File: config.mk
export PLATFORM = sky130hd
export DESIGN_NAME = jam_gen
export DESIGN_NICKNAME = d
export VERILOG_FILES = /design/src/rtl/jam_gen.sv
export SDC_FILE = /design/constraint.sdc
export NUM_CORES = 1
export LEC_CHECK = 0
export ABC_AREA = 1
export CORE_UTILIZATION = 65
export CTS_BUF_LIST = sky130_fd_sc_hd__clkbuf_16
export DETAILED_ROUTE_END_ITERATION = 10
export GPL_TIMING_DRIVEN = 0
export PLACE_DENSITY = 0.85
export SLEW_MARGIN = 20
export SYNTH_ARGS = -nofsm -noshare
export SYNTH_HDL_FRONTEND = slang
export SYNTH_SLANG_ARGS = --single-unit
File: constraint.sdc
create_clock -name CLK -period 6.67 [get_ports CLK]
set_input_delay 1.334 -clock CLK [delete_from_list [all_inputs] [get_ports CLK]]
set_output_delay 1.334 -clock CLK [all_outputs]
set_load 0.01 [all_outputs]
File: src/rtl/jam_gen.sv
// Exhaustive assignment search: walks every job permutation in lexicographic
// order, summing Cost per permutation, and reports the optimum and its multiplicity.
module jam_gen #(
  parameter int N  = 8,
  parameter int CW = 7,
  parameter int MW = 4,
  localparam int IW = (N > 2) ? $clog2(N) : 1,
  localparam int SW = CW + 3
) (
  input  logic          CLK,
  input  logic          RST_N,
  input  logic          START,
  input  logic          MODE,
  output logic [IW-1:0] W,
  output logic [IW-1:0] J,
  input  logic [CW-1:0] Cost,
  output logic [MW-1:0] MatchCount,
  output logic [SW-1:0] MinCost,
  output logic          Valid,
  output logic          BUSY
);

  typedef enum logic [2:0] {IDLE, INIT, ACCUM, CMP, PERM, DONE} state_t;

  state_t        state_q;
  logic          mode_q;
  logic          pendStart_q;
  logic          pendMode_q;
  logic          first_q;
  logic          valid_q;
  logic          revPhase_q;
  logic [IW-1:0] perm_q [N];
  logic [IW-1:0] k_q;
  logic [IW-1:0] pivot_q;
  logic [SW-1:0] acc_q;
  logic [SW-1:0] minCost_q;
  logic [MW-1:0] matchCount_q;

  logic          isLast;
  logic          better;
  logic          equal;
  logic [IW-1:0] pivot_d;
  logic [IW-1:0] succ_d;
  logic [IW-1:0] permSwap_d [N];
  logic [IW-1:0] permRev_d [N];
  logic [SW-1:0] acc_d;

  always_comb begin
    isLast = 1'b1;
    for (int i = 0; i < N - 1; i++) begin
      if (perm_q[i] < perm_q[i+1]) isLast = 1'b0;
    end
  end

  // Pivot is the rightmost ascent; successor is the rightmost larger entry after it.
  always_comb begin
    pivot_d = '0;
    succ_d  = '0;
    for (int i = 0; i < N - 1; i++) begin
      if (perm_q[i] < perm_q[i+1]) pivot_d = IW'(i);
    end
    for (int j = 1; j < N; j++) begin
      if ((IW'(j) > pivot_d) && (perm_q[j] > perm_q[pivot_d])) succ_d = IW'(j);
    end
    for (int i = 0; i < N; i++) permSwap_d[i] = perm_q[i];
    permSwap_d[pivot_d] = perm_q[succ_d];
    permSwap_d[succ_d]  = perm_q[pivot_d];
  end

  always_comb begin
    for (int i = 0; i < N; i++) begin
      permRev_d[i] = perm_q[i];
      if (IW'(i) > pivot_q) permRev_d[i] = perm_q[IW'(N + int'(pivot_q) - i)];
    end
  end

  assign acc_d  = acc_q + SW'(Cost);
  assign better = first_q || (mode_q ? (acc_q > minCost_q) : (acc_q < minCost_q));
  assign equal  = (acc_q == minCost_q);

  assign W          = (state_q == ACCUM) ? k_q : '0;
  assign J          = (state_q == ACCUM) ? perm_q[k_q] : '0;
  assign MatchCount = matchCount_q;
  assign MinCost    = minCost_q;
  assign Valid      = valid_q;
  assign BUSY       = (state_q != IDLE) && !((state_q == DONE) && !valid_q);

  always_ff @(posedge CLK or negedge RST_N) begin
    if (!RST_N) begin
      state_q      <= IDLE;
      mode_q       <= 1'b0;
      pendStart_q  <= 1'b0;
      pendMode_q   <= 1'b0;
      first_q      <= 1'b0;
      valid_q      <= 1'b0;
      revPhase_q   <= 1'b0;
      k_q          <= '0;
      pivot_q      <= '0;
      acc_q        <= '0;
      minCost_q    <= '0;
      matchCount_q <= '0;
      for (int i = 0; i < N; i++) perm_q[i] <= '0;
    end else begin
      case (state_q)
        IDLE: begin
          if (START) begin
            mode_q  <= MODE;
            state_q <= INIT;
          end
        end
        INIT: begin
          for (int i = 0; i < N; i++) perm_q[i] <= IW'(i);
          acc_q        <= '0;
          k_q          <= '0;
          minCost_q    <= '0;
          matchCount_q <= '0;
          first_q      <= 1'b1;
          state_q      <= ACCUM;
        end
        ACCUM: begin
          acc_q <= acc_d;
          if (k_q == IW'(N - 1)) begin
            k_q     <= '0;
            state_q <= CMP;
          end else begin
            k_q <= k_q + 1'b1;
          end
        end
        CMP: begin
          if (better) begin
            minCost_q    <= acc_q;
            matchCount_q <= MW'(1);
            first_q      <= 1'b0;
          end else if (equal && (matchCount_q != '1)) begin
            matchCount_q <= matchCount_q + 1'b1;
          end
          if (isLast) begin
            state_q <= DONE;
            valid_q <= 1'b1;
          end else begin
            state_q    <= PERM;
            revPhase_q <= 1'b0;
          end
        end
        PERM: begin
          if (!revPhase_q) begin
            for (int i = 0; i < N; i++) perm_q[i] <= permSwap_d[i];
            pivot_q    <= pivot_d;
            revPhase_q <= 1'b1;
          end else begin
            for (int i = 0; i < N; i++) perm_q[i] <= permRev_d[i];
            acc_q      <= '0;
            k_q        <= '0;
            revPhase_q <= 1'b0;
            state_q    <= ACCUM;
          end
        end
        DONE: begin
          // A START seen during the Valid cycle is held and acted on one cycle later.
          if (valid_q) begin
            valid_q <= 1'b0;
            if (START) begin
              pendStart_q <= 1'b1;
              pendMode_q  <= MODE;
            end
          end else if (START || pendStart_q) begin
            mode_q      <= pendStart_q ? pendMode_q : MODE;
            pendStart_q <= 1'b0;
            state_q     <= INIT;
          end
        end
        default: state_q <= IDLE;
      endcase
    end
  end

endmodule

---- Word-level counts from Yosys, hierarchy flattened ----
Cells that the tools add are included.
word-level totals
  logic and storage cells ................. 260
  register bits ........................... 63
  output and inout bits ................... 22
  input port bits ......................... 11
cells by class
  add/subtract/negate cells ............... 11
  bitwise logic cells ..................... 12
  reductions and logical operators ........ 43
  equality and inequality tests ........... 26
  muxes and demuxes ....................... 104
  magnitude comparators ................... 44
operators by type and width
  operator                                                                              count
  3-bit 2-to-1 mux                                                                      52
  3-bit binary-select mux with 3-bit select                                             11
  24-bit bitwise mux                                                                    2
  24-bit case mux with 2 select lines                                                   1
  3-bit by 4-bit greater-or-equal comparator with 1-bit output (second input constant)  8
  10-bit case mux with 3 select lines                                                   1
  2-bit AND reduction                                                                   14
  3-bit inequality test (second input constant)                                         9
  3-bit greater-than comparator (first input constant)                                  8
  24-bit 2-to-1 mux                                                                     1
  3-bit inverter                                                                        8
  1-bit 2-to-1 mux                                                                      22
  3-bit greater-than comparator                                                         7
  3-bit less-than comparator                                                            7
  10-bit 2-to-1 mux                                                                     2
  10-bit case mux with 2 select lines                                                   1
  3-bit demux with 3-bit select                                                         2
  3-bit case mux with 6 select lines                                                    1
  3-bit subtractor (second input constant)                                              5
  2-bit inequality test (second input constant)                                         7
  4-bit greater-or-equal comparator (second input constant)                             3
  2-bit by 3-bit greater-than comparator with 1-bit output (first input constant)       4
  1-bit logical AND                                                                     12
  3-bit inverter with 4-bit output                                                      3
  other kinds (28)                                                                      49

---- Logic depth before layout (Yosys ltp) ----
  depth after elaboration ................. 28
  depth in mapped cells ................... 35
  depth with buffers taken out ............ 35

---- Worst setup path after synthesis ----
No wires, ideal clock.
  path type ............................... register -> register
  start point ............................. register perm_q[11] in the netlist's numbering
  end point ............................... register perm_q[16] in the netlist's numbering
  stages on the path, launching flop included .. 31
  path slack .............................. 2.792 ns
  path buffers ............................ 1
  required time ........................... 6.594 ns
  period minus slack after synthesis ...... 3.878 ns
  library setup time ...................... 0.076 ns
  arrival time ............................ 3.801 ns
  cells stage by stage .................... dfrtp_1 inv_1 ha_1 a21oi_1 nand2_4 nand2_8 inv_4 a21oi_1 o21ai_0 nand3_1 o211ai_1 a22oi_1 inv_1 ha_1 inv_1 o21bai_1 inv_1 nand2_1 nand3_2 nand2_1 nand2_1 nand2_2 nand2_4 buf_6 nand4_1 nand2_1 nor2_4 nand2_1 o21ai_1 nand2_1 o21ai_1
on the way
  word-level cells in the longest chain between the ends .. 26
  elaborated cells between the ends (all ways) .. 56
  classes of those cells .................. order compare (20); mux (25); bitwise (2); reduce/logical (9)
ends and longest elaborated chain
  what                                                                                   RTL line    text
  start: declaration                                                                     32          logic [IW-1:0] perm_q [N];
  3-bit less-than comparator                                                             60          if (perm_q[i] < perm_q[i+1]) pivot_d = IW'(i);
  3-bit 2-to-1 mux (4 in series)                                                         60
  3-bit inverter with 4-bit output (implied by the code)                                 63, 66, 67
  3-bit binary-select mux with 3-bit select                                              63, 67
  3-bit 2-to-1 mux (implied by the code) (2 in series)                                   63, 67
  3-bit greater-than comparator                                                          63          if ((IW'(j) > pivot_d) && (perm_q[j] > perm_q[pivot_d])) succ_d = IW'(j);
  1-bit logical AND                                                                      63
  1-bit 2-to-1 mux                                                                       63
  3-bit 2-to-1 mux (6 in series)                                                         63
  3-bit inverter with 4-bit output (implied by the code)                                 66, 67
  4-bit greater-or-equal comparator (implied by the code), or another cell as far along  67          permSwap_d[succ_d] = perm_q[pivot_d];
  1-bit logical AND (implied by the code) / 3-bit 2-to-1 mux (equally long branches)     67, 66
  3-bit 2-to-1 mux (on tied branches)                                                    67, 66
  3-bit demux with 3-bit select / 24-bit bitwise mux (equally long branches)             67, 66
  24-bit bitwise mux (*)                                                                 67
  24-bit 2-to-1 mux (*)                                                                  146         if (!revPhase_q) begin
  24-bit case mux with 2 select lines (*)                                                104         case (state_q)
Mark *: on every way between the ends. The rest lies on a longest branch, timed or not. The select of a mux whose other input is x is not followed.
A chain may end at the register's enable or synchronous reset.

---- Worst setup path after layout ----
  start point ............................. register perm_q[14] in the netlist's numbering
  end point ............................... register perm_q[11] in the netlist's numbering
on the way
  word-level cells in the longest chain between the ends .. 27
  elaborated cells between the ends (all ways) .. 61
  classes of those cells .................. order compare (20); mux (30); bitwise (2); reduce/logical (9)
ends and longest elaborated chain
  what                                                                                   RTL line
  3-bit less-than comparator                                                             60
  3-bit 2-to-1 mux (5 in series)                                                         60
  3-bit inverter with 4-bit output (implied by the code)                                 63, 66, 67
  3-bit binary-select mux with 3-bit select                                              63, 67
  3-bit 2-to-1 mux (implied by the code) (2 in series)                                   63, 67
  3-bit greater-than comparator                                                          63
  1-bit logical AND                                                                      63
  1-bit 2-to-1 mux                                                                       63
  3-bit 2-to-1 mux (6 in series)                                                         63
  3-bit inverter with 4-bit output (implied by the code)                                 66, 67
  4-bit greater-or-equal comparator (implied by the code), or another cell as far along  67
  1-bit logical AND (implied by the code) / 3-bit 2-to-1 mux (equally long branches)     67, 66
  3-bit 2-to-1 mux (on tied branches)                                                    67, 66
  3-bit demux with 3-bit select / 24-bit bitwise mux (equally long branches)             67, 66
  24-bit bitwise mux                                                                     67
  24-bit 2-to-1 mux (*)                                                                  146
  24-bit case mux with 2 select lines (*)                                                104
Marked as above.

==> impl_table.tex <==
\begin{tabular}{lr}
\hline
Metric & Value \\
\hline
\multicolumn{2}{l}{\textbf{Run status}} \\
\quad Outcome & complete, no violations \\
\multicolumn{2}{l}{\textbf{Place}} \\
\quad Weighted congestion at the end of routability-driven global placement & 1.07 \\
\quad IO Port Bufs & 32 \\
\quad Post-placement setup slack & 1190 ps \\
\quad Placed cell count & 1176 \\
\quad Final HPWL from detailed placement & 17500 um \\
\quad Post-detailed-placement cell area & just over 0.007 mm\^{}2 \\
\multicolumn{2}{l}{\textbf{CTS}} \\
\quad Clock-pin transition on the worst setup and hold timing paths & 60 ps \\
\quad Buffer type at the clock tree root & sky130\_fd\_sc\_hd\_\_clkbuf\_16 \\
\quad Number of buffers on the longest clock path & 2 \\
\quad Clock insertion delay at the later pin of the skew report & 340 ps \\
\quad Number of clock sinks seen by CTS & 63 \\
\quad Number of buffers added to fix hold violations after cts & 0 \\
\quad Post-CTS Repair Setup Buffers & 0 \\
\quad TritonCTS Buffers & 9 \\
\quad Gates resized, CTS repair & 0 \\
\quad Total number of H-tree levels & 3 \\
\quad TritonCTS clock tree & built \\
\multicolumn{2}{l}{\textbf{Global route}} \\
\quad Remaining Overflow, GRT & 0 \\
\quad Wire length of the first global-routing pass & 35800 um \\
\quad Number of global-route vias before repair & 6857 \\
\quad Largest net degree at the start of global routing & 37 \\
\quad Antenna violations before repair & 1 \\
\quad Total global routing track utilization & 0.461 \\
\multicolumn{2}{l}{\textbf{Floorplan}} \\
\quad CORE AREA & slightly below 0.01 mm\^{}2 \\
\quad Die span in x & 103 um \\
\quad Vertical die dimension & 103 um \\
\quad Starting Density & 0.673 \\
\quad Site Rows & 36 \\
\quad Overall die area & about 0.011 mm\^{}2 \\
\quad Boundary pin count & 33 \\
\multicolumn{2}{l}{\textbf{Final layout}} \\
\quad Number of cells in the finished layout apart from fillers & 1193 \\
\quad Layout cell share with drive strength beyond 1 & 0.0831 \\
\quad Number of nets in the finished design & 1123 \\
\quad Final non-filler cell area & about 0.0074 mm\^{}2 \\
\quad Area growth syn-to-layout & 12.2\% \\
\quad Fin util & 0.755 \\
\multicolumn{2}{l}{\textbf{Flow run}} \\
\quad Number of max-cap violations & 0 \\
\multicolumn{2}{l}{\textbf{Timing}} \\
\quad Minimum period implied by the final worst setup slack & 5760 ps \\
\quad Summed negative setup slack over all endpoints & 0 ps \\
\quad Headroom to the max-slew limit & 0.221 \\
\quad Worst Max-Slew Pin Slew & 1160 ps \\
\quad Setup Skew & around 6 ps \\
\quad Hold WS & 486 ps \\
\quad Final Slew Violations & 0 \\
\quad Setup violators final & 0 \\
\quad RSZ-0062 raised after global routing & no \\
\quad Achievable frequency & 173 MHz \\
\quad Count of endpoints failing hold in the final timing report & 0 \\
\quad Ratio of final minimum period to clock period & 0.864 \\
\quad Worst setup margin & 905 ps \\
\multicolumn{2}{l}{\textbf{Drt}} \\
\quad Number of nets still failing antenna checks after routing & 0 \\
\quad DRC violation total after the first TritonRoute iteration & 904 \\
\quad Routed via count divided by cell count & 6.25 \\
\quad Avg WL per Cell & 19.3 um \\
\quad Number of iterations in the first detailed-routing pass & 7 \\
\quad Total Wirelength & about 23000 um \\
\quad Total vias in the final route & 7457 \\
\quad DRC violations left & 0 \\
\multicolumn{2}{l}{\textbf{Power and ir drop}} \\
\quad Power density normalized to cell area & 180 mW/mm\^{}2 \\
\quad Power share of the sequential group & 0.362 \\
\quad PnR Total Power & about 1.3 mW \\
\quad Static Leak & 3.95 nW \\
\quad Cell-internal power & 900 uW \\
\quad Switching power of the nets & 435 uW \\
\quad Share of power burned in the clock network & 0.361 \\
\quad Peak supply drop & between 0.0002 and 0.00025 V \\
\quad Fraction of power spent switching nets & 0.326 \\
\quad Share of power burned in combinational logic & 0.278 \\
\multicolumn{2}{l}{\textbf{Logic synthesis}} \\
\quad Most common cell in the netlist & sky130\_fd\_sc\_hd\_\_nand2\_1 \\
\quad Number of distinct standard cells referenced by the synthesized netlist & 51 \\
\quad Warning count from the yosys run & 0 \\
\quad Post-synth ARST share & 1.00 \\
\quad Post-Synthesis Cells & slightly above 1000 \\
\quad Top cell type by total area after synthesis & sky130\_fd\_sc\_hd\_\_dfrtp\_1 \\
\quad Cell types occupying the most area after synthesis & sky130\_fd\_sc\_hd\_\_dfrtp\_1 (24\%), sky130\_fd\_sc\_hd\_\_nand2\_1 (12\%), sky130\_fd\_sc\_hd\_\_ha\_1 (11\%) \\
\quad Average size of a mapped cell & 6.54 um\^{}2 \\
\quad Number of nets in the synthesized netlist & $\sim$1100 \\
\quad Area share of the leading cell type in the synthesized netlist & 0.239 \\
\quad Area of the mapped netlist & roughly 0.0066 mm\^{}2 \\
\quad List of most frequent post-synthesis cells & sky130\_fd\_sc\_hd\_\_nand2\_1 (211), sky130\_fd\_sc\_hd\_\_inv\_1 (152), sky130\_fd\_sc\_hd\_\_o21ai\_0 (113) \\
\quad \#FFs+latches synth & 63 \\
\quad EDFF count, synth & 0 \\
\quad Top flip-flop cell by instance count after synthesis & sky130\_fd\_sc\_hd\_\_dfrtp\_1 \\
\quad Sequential fraction of the synthesis area & 0.239 \\
\multicolumn{2}{l}{\textbf{Worst setup path}} \\
\quad Max stage delay on crit path & 710 ps \\
\quad WS Path Type & reg2reg \\
\quad Buf+Inv Stages, Crit Path & 5 \\
\quad Setup crit end kind & register \\
\quad Crit path max fanout & 10 \\
\quad WP data required & 6940 ps \\
\quad Startpoint class of the critical path & register \\
\quad Arrival time of data at the critical path endpoint & 6040 ps \\
\quad Slowest-stage cell, CP & sky130\_fd\_sc\_hd\_\_a22oi\_1 \\
\quad Cell family contributing the most delay on the critical path & compound AO/OA/AOI/OAI gates \\
\multicolumn{2}{l}{\textbf{Hold path}} \\
\quad Path class of the lowest-slack min-delay path & reg2reg \\
\hline
\end{tabular}
==> kinds of logic after synthesis <==
logic type,Yosys count,share of synthesized area
and+or+nand+nor,432,0.308
AOI/OAI and AO/OA,256,0.220
muxes,3,0.00473
xor gates and xnor gates,3,0.00398
adders and majority gates,58,0.111
DFF,63,0.239
buffers and inverters,195,0.114
==> registers in the layout, indices dropped and copies added (netlist names), 3 cells and up <==
name and count:
pivot_q 3, state_q 3, MatchCount 4, MinCost 10, perm_q 24, acc_q 10, k_q 3
==> path summary, 6_finish.rpt <==
| kind | startpoint | end | slack [ps] | depth (start not counted) |
|---|---|---|---|---|
| max | perm_q[14] | perm_q[11] | 910 | 27 |
| min | pendMode_q | pendMode_q | 490 | 2 |
| max reg2reg | perm_q[14] | perm_q[11] | 910 | 27 |
| min reg2reg | pendMode_q | pendMode_q | 490 | 2 |
| max in group asynchronous | RST_N | state_q[1] | 5220 | 2 |
| min in group asynchronous | RST_N | acc_q[3] | 910 | 1 |
==> cells in the final DEF, fill, tap and decap left out, types with 19 or more instances in the layout <==
| cell | n |
|---|---|
| sky130_fd_sc_hd__nand2_1 | 211 |
| sky130_fd_sc_hd__inv_1 | 152 |
| sky130_fd_sc_hd__o21ai_0 | 113 |
| sky130_fd_sc_hd__nor2_1 | 93 |
| sky130_fd_sc_hd__a21oi_1 | 69 |
| sky130_fd_sc_hd__dfrtp_1 | 63 |
| sky130_fd_sc_hd__ha_1 | 57 |
| sky130_fd_sc_hd__nand3_1 | 50 |
| sky130_fd_sc_hd__clkdlybuf4s50_1 | 31 |
| sky130_fd_sc_hd__nand4_1 | 22 |
| sky130_fd_sc_hd__clkbuf_1 | 19 |
==> power groups by stage <==
stage / logic, mW / registers, mW / clock network (mW)
after detailed placement: 0.361 / 0.487 / 0
final: 0.370 / 0.483 / 0.481
after global placement: 0.334 / 0.485 / 0
after floorplan: 0.192 / 0.496 / 0
after CTS: 0.365 / 0.482 / 0.478
after global routing: 0.409 / 0.488 / 0.494
==> worst min-delay path, stage by stage, from the launching register on <==
cell,delay (ps)
sky130_fd_sc_hd__dfrtp_1,340
sky130_fd_sc_hd__nand2_1,50
sky130_fd_sc_hd__o21ai_0,60
==> routing by layer <==
| layer | vias to the layer above | global-route usage | share of wire |
|---|---|---|---|
| li1 | 3436 | - | - |
| met5 | - | 0 | 0 |
| met2 | 507 | 0.697 | 0.44 |
| met1 | 3418 | 0.610 | 0.40 |
| met3 | 96 | 0.123 | 0.12 |
| met4 | 0 | 0.229 | 0.045 |
==> area by class of cell <==
class	count	area, um^2
multi-input cells	752	4280
clock buffers	9	225
repair buffers	33	338
inverters	170	641
flip-flops and latches	63	1580
plain buffers	25	115
fillers	779	2400
clock inverters	7	72.6
diodes	1	2.50
well taps	133	166
Note: power is estimated with default switching activity, not from simulation.
